**config.mk**
```make
export PLATFORM = sky130hd
export DESIGN_NAME = crc_frame_tx
export DESIGN_NICKNAME = d
export VERILOG_FILES = /design/src/rtl/crc_frame_tx.sv
export SDC_FILE = /design/constraint.sdc
export NUM_CORES = 1
export LEC_CHECK = 0
export CORE_MARGIN = 3
export CORE_UTILIZATION = 49
export CTS_BUF_LIST = sky130_fd_sc_hd__clkbuf_8
export CTS_CLUSTER_DIAMETER = 60
export CTS_CLUSTER_SIZE = 14
export DETAILED_ROUTE_END_ITERATION = 10
export MAX_ROUTING_LAYER = met4
export PLACE_DENSITY = 0.81
export REMOVE_ABC_BUFFERS = 1
export SYNTH_ARGS = -nofsm -noshare
export SYNTH_HDL_FRONTEND = slang
export SYNTH_SLANG_ARGS = --single-unit
```
**constraint.sdc**
```tcl
create_clock -name clk -period 1.58 [get_ports clk]
set_input_delay 0.474 -clock clk [delete_from_list [all_inputs] [get_ports clk]]
set_output_delay 0.474 -clock clk [all_outputs]
set_load 0.05 [all_outputs]
```
**src/rtl/crc_frame_tx.sv**
```systemverilog
// crc_frame_tx: bit-serial frame transmitter, sends sync word, payload bytes and the CRC-16/XMODEM
// value from an external crc16 instance, MSB first.
module crc_frame_tx #(
    parameter int                    SYNC_WIDTH = 8,
    parameter logic [SYNC_WIDTH-1:0] SYNC_WORD  = 8'h7E,
    parameter int                    GAP_CYCLES = 4
) (
    input  logic        clk,
    input  logic        reset_n,
    input  logic [7:0]  s_data,
    input  logic        s_valid,
    input  logic        s_last,
    output logic        s_ready,
    output logic        tx_data,
    output logic        tx_en,
    output logic        crc_din,
    output logic        crc_rst_n,
    input  logic [15:0] crc_value,
    output logic        busy,
    output logic        underrun
);
    localparam int CW = $clog2(SYNC_WIDTH > 16 ? SYNC_WIDTH : 16);
    localparam int GW = $clog2(GAP_CYCLES) + 1;
    localparam logic [CW-1:0] SYNC_END = CW'(SYNC_WIDTH - 1);
    localparam logic [CW-1:0] BYTE_END = CW'(7);
    localparam logic [CW-1:0] CRC_END  = CW'(15);
    localparam logic [GW-1:0] GAP_LOAD = GW'(GAP_CYCLES - 1);

    typedef enum logic [2:0] {IDLE, SYNC, PAYLOAD, CRC, GAP} state_t;

    state_t                state, nxt;
    logic [CW-1:0]         cnt;
    logic [GW-1:0]         gap_cnt;
    logic [7:0]            shifter;
    logic                  last;
    logic [SYNC_WIDTH-1:0] sync_sr;
    logic [15:0]           crc_shift;
    logic                  handshake;

    always_ff @(posedge clk or negedge reset_n) begin
        if (!reset_n) state <= GAP;
        else          state <= nxt;
    end

    always_comb begin
        nxt      = state;
        s_ready  = 1'b0;
        tx_en    = 1'b0;
        tx_data  = 1'b0;
        underrun = 1'b0;
        unique case (state)
            IDLE: begin
                s_ready = 1'b1;
                nxt     = s_valid ? SYNC : IDLE;
            end
            SYNC: begin
                tx_en   = 1'b1;
                tx_data = sync_sr[SYNC_WIDTH-1];
                nxt     = (cnt == SYNC_END) ? PAYLOAD : SYNC;
            end
            PAYLOAD: begin
                tx_en   = 1'b1;
                tx_data = shifter[7];
                s_ready = (cnt == BYTE_END) && !last;
                if (cnt == BYTE_END && last) nxt = CRC;
                else if (cnt == BYTE_END && !s_valid) begin
                    underrun = 1'b1;
                    nxt      = GAP;
                end
            end
            CRC: begin
                tx_en   = 1'b1;
                // The first CRC bit comes straight from crc16; it settled on the last payload edge.
                tx_data = (cnt == '0) ? crc_value[15] : crc_shift[15];
                nxt     = (cnt == CRC_END) ? GAP : CRC;
            end
            GAP: nxt = (gap_cnt == '0) ? IDLE : GAP;
            default: nxt = GAP;
        endcase
    end

    assign handshake = s_valid && s_ready;
    assign crc_din   = (state == PAYLOAD) && tx_data;
    assign busy      = state != IDLE;

    always_ff @(posedge clk or negedge reset_n) begin
        if (!reset_n) begin
            cnt       <= '0;
            gap_cnt   <= '0;
            shifter   <= '0;
            last      <= 1'b0;
            sync_sr   <= '0;
            crc_shift <= '0;
            crc_rst_n <= 1'b0;
        end else begin
            crc_rst_n <= (nxt == PAYLOAD) || (nxt == CRC);
            cnt       <= (nxt != state || (state == PAYLOAD && cnt == BYTE_END)) ? '0 : cnt + CW'(1);
            gap_cnt   <= (nxt == GAP && state != GAP) ? GAP_LOAD : (gap_cnt == '0) ? '0 : gap_cnt - GW'(1);
            shifter   <= handshake ? s_data : (state == PAYLOAD) ? {shifter[6:0], 1'b0} : shifter;
            last      <= handshake ? s_last : last;
            sync_sr   <= (state == IDLE) ? SYNC_WORD : (state == SYNC) ? sync_sr << 1 : sync_sr;
            crc_shift <= (state == CRC && cnt == '0) ? crc_value << 1 : crc_shift << 1;
        end
    end
endmodule

```
==> results of run 1 <==
final cells by class:
cell class / instances / area [sq um]
clock buffers: 5 / 68.82
clock inverters: 3 / 17.52
fillers: 202 / 749.5
inverters: 5 / 18.77
multi-input cells: 132 / 1080
flip-flops and latches: 42 / 1054
well taps: 48 / 60.06
repair buffers: 73 / 778.2
metrics by stage:
step	cells	setup WS [ns]
6_report	308	-0.6645
2_1_floorplan	178	-1.490
4_1_cts	304	-0.6569
3_5_place_dp	290	-0.4417
5_1_grt	308	-0.7669
3_3_place_gp	290	-0.4346
worst reg2reg max path, stage by stage (launching register included):
cell      delay (ns)
dfrtp_1         0.39
buf_4           0.16
ha_4            0.16
and3b_2         0.23
buf_4           0.15
buf_4           0.16
a221oi_4        0.28
nor2_2          0.11
nor3_2          0.15
how the worst min path moves through the flow:
stage,slack [ns],to,from,depth (start not counted)
detailed placement,0.37,shifter[5],reset_n,1
global placement,0.37,shifter[5],reset_n,1
global route,0.06,gap_cnt[1],reset_n,1
floorplan,0.18,cnt[0],reset_n,0
finish,0.05,gap_cnt[1],reset_n,1
CTS,0.05,gap_cnt[1],reset_n,1
report_power, final:
group | switching (W) | internal [W] | leakage, nW
sequential | 0.000288 | 0.00153 | 0.536
combinational | 0.00180 | 0.00176 | 0.779
clock | 0.000376 | 0.000305 | 0.0493
per-layer routing:
layer	share of wire (%)	wire, microns
met2	51	2736
met4	2.3	122
met1	43	2323
met3	3.7	200
met5	0	0
cell usage in the layout (no fill, tap or decap), types with 2 or more instances in the layout:
cell             Yosys  routed
a31oi_1              2       2
clkbuf_8             0       5
xnor2_1              2       2
buf_12               0       7
nor2_1              13       9
mux2i_1              7       7
mux2_4               0       2
nand2_1             24      21
clkbuf_16            0       2
inv_1                5       6
a41o_4               1       2
a21oi_1              6       2
buf_8                1       2
o21ai_2              2       2
nand2_2              2       4
nor2b_1              5       5
a21oi_2              0       3
o21ai_1              6       9
o2bb2ai_1            3       3
mux2_2              15      13
nand2b_1             2       2
dfrtp_1             41      40
nor2_4               0       3
clkdlybuf4s50_1      0      26
buf_4                0      27
nor3_2               1       3
o21ai_0             12       8
nand3_1              6       5
buf_6                3       8
logic make-up after synthesis:
family                   after synthesis  share of synthesized area [%]
XOR/XNOR                               3                          1.287
buffers and inverters                 16                          4.840
AO/OA/AOI/OAI                         37                          12.13
AND/OR/NAND/NOR                       67                          17.28
multiplexers                          22                          11.70
flip-flops                            42                          51.53
adder cells (fa/ha/maj)                2                          1.225
sequential cells by signal, summed over array words and instances, names as in the netlist:
register,cells
cnt,4
crc_rst_n,1
crc_shift,15
gap_cnt,3
last,1
shifter,8
state,3
sync_sr,7
timing repair:
item | 4_1_cts | 5_1_grt
cloned | 1 | 1
buffers inserted | 8 | 7
pin swaps | 8 | 6
endpoints found under the setup margin | 21 | 40
gates resized for setup | 30 | 28
==> results.cfg, run 1 <==
[worst_setup_path]
critical_path_buf_inv_count = 2
rr_startpoint = cnt[0]
path_max_fanout = 2
worstSetupEndpoint = tx_data
cp-startpoint = cnt[1]
path_depth = 7
reg2reg_depth = 8
crit_chain = inv_1, ha_2, nor3b_4, mux2_4, nand3_2, a21oi_2, clkbuf_16
cp_slowest_cell = dfrtp_1
start_kind = flip-flop
r2r-end = cnt[3]
critical_path_class = flip-flop to output pin
r2r_slack_ns = -0.26
critical-path-max-stage-delay_ns = 0.38
cp-end-kind = output pin
critPathArrivalTime_ns = 1.77
cp.required_ns = 1.11
cp_top_family = flip-flops

[pwr]
powerDensity_nw_per_um2 = 1970
finalPower_w = 0.006062
ir_worst_vdd_mv = 1.224
p_leak_nw = 1.364

[finish]
nets = 289
syn2layout_area_growth_pct = 50.67
n_antenna_cell = 0
drive_above_1_share_pct = 41.54
final_area_sq_um = 3077
fin_util_pct = 80.41

[worst_hold_path]
hp-class = input port to asynchronous set/reset pin

[clock_tree]
numCtsBuffers = 5
hold_buffers = 0
cts_root_buf = clkbuf_8
cts_htree_levels = 2
insertion_delay_ns = 0.30
clkSinkCount = 42
clk_pin_slew_worst_paths_ns = 0.08
clockBufferDepth = 2
tritoncts = built

[timing]
whs_ns = 0.05251
drv_slew = 0
fin_crit_ns = 2.244
finalHoldViolCount = 0
setup_ws_ns = -0.6645
fin_skew_ns = 0.006937
slew_headroom_pct = 72.67
setup-violations-final = 36
rsz0062_at_grt = true
tightest_slew_ns = 0.4072
timing.fmax_mhz = 445.5
final.period_utilization_pct = 142.1
fin_setup_tns_ns = -6.141

[die]
die-area_sq_um = 4978
core_sq_um = 3826
die_h_microns = 70.56
io_pins = 35
die_x_microns = 70.56
initial_core_util_pct = 53.37
rows = 22

[routing]
drc = 0
vias = 1716
via_per_inst = 5.571
dr.pass1.iters = 4
antenna_left = 0
wl_per_cell_microns = 17.47
drt_iter0_drc = 111
drt-total-wl_microns = 5382

[place]
place_congestion = 0.8725
placed_cell_area_sq_um = 2665
hpwl_microns = 2999
io_buffers = 34

[yosys]
netlist.area_leader.share_pct = 50.25
syn_area_per_cell_sq_um = 10.80
syn_area_sq_um = 2042
synthCells = 189
ys_top_cells_by_count = dfrtp_1, nand2_1, mux2_2
yosysTopAreaCell = dfrtp_1
ys_seq_area_share_pct = 51.53
synth_ff_type = dfrtp_1
ys_ff_latch = 42
synth_edf_count = 0
synth_cell_types = 41
yosys_warnings = 0
synth_most_common_cell = dfrtp_1
synth.area.top_cells = dfrtp_1, mux2_2, nand2_1
async_flop_share_pct = 100.0

[status]
violations = setup timing
status = finished, violations left

[global_route]
grt_overflow_total = 0
met1_usage_pct = 25.19
met2_usage_pct = 34.41
use_met3_pct = 4.545
grt_pass1_wl_microns = 7893
first_global_vias = 1739
gr-usage-all-layers_pct = 20.65
antenna_found_initial = 0
top_usage_layer = met2
grt_start_max_net_pins = 32

[job]
drv_cap = 0
No activity file was read; power rests on OpenSTA's default activity.
==> inputs of run 2 (changes only) <==
--- a/config.mk
+++ b/config.mk
@@ -11,6 +11,7 @@
 export CTS_CLUSTER_DIAMETER = 60
 export CTS_CLUSTER_SIZE = 14
 export DETAILED_ROUTE_END_ITERATION = 10
+export HOLD_SLACK_MARGIN = 0.02
 export MAX_ROUTING_LAYER = met4
 export PLACE_DENSITY = 0.81
 export REMOVE_ABC_BUFFERS = 1
==> results of run 2 <==
The final DEF is identical to that of run 1; final timing and power are the same.
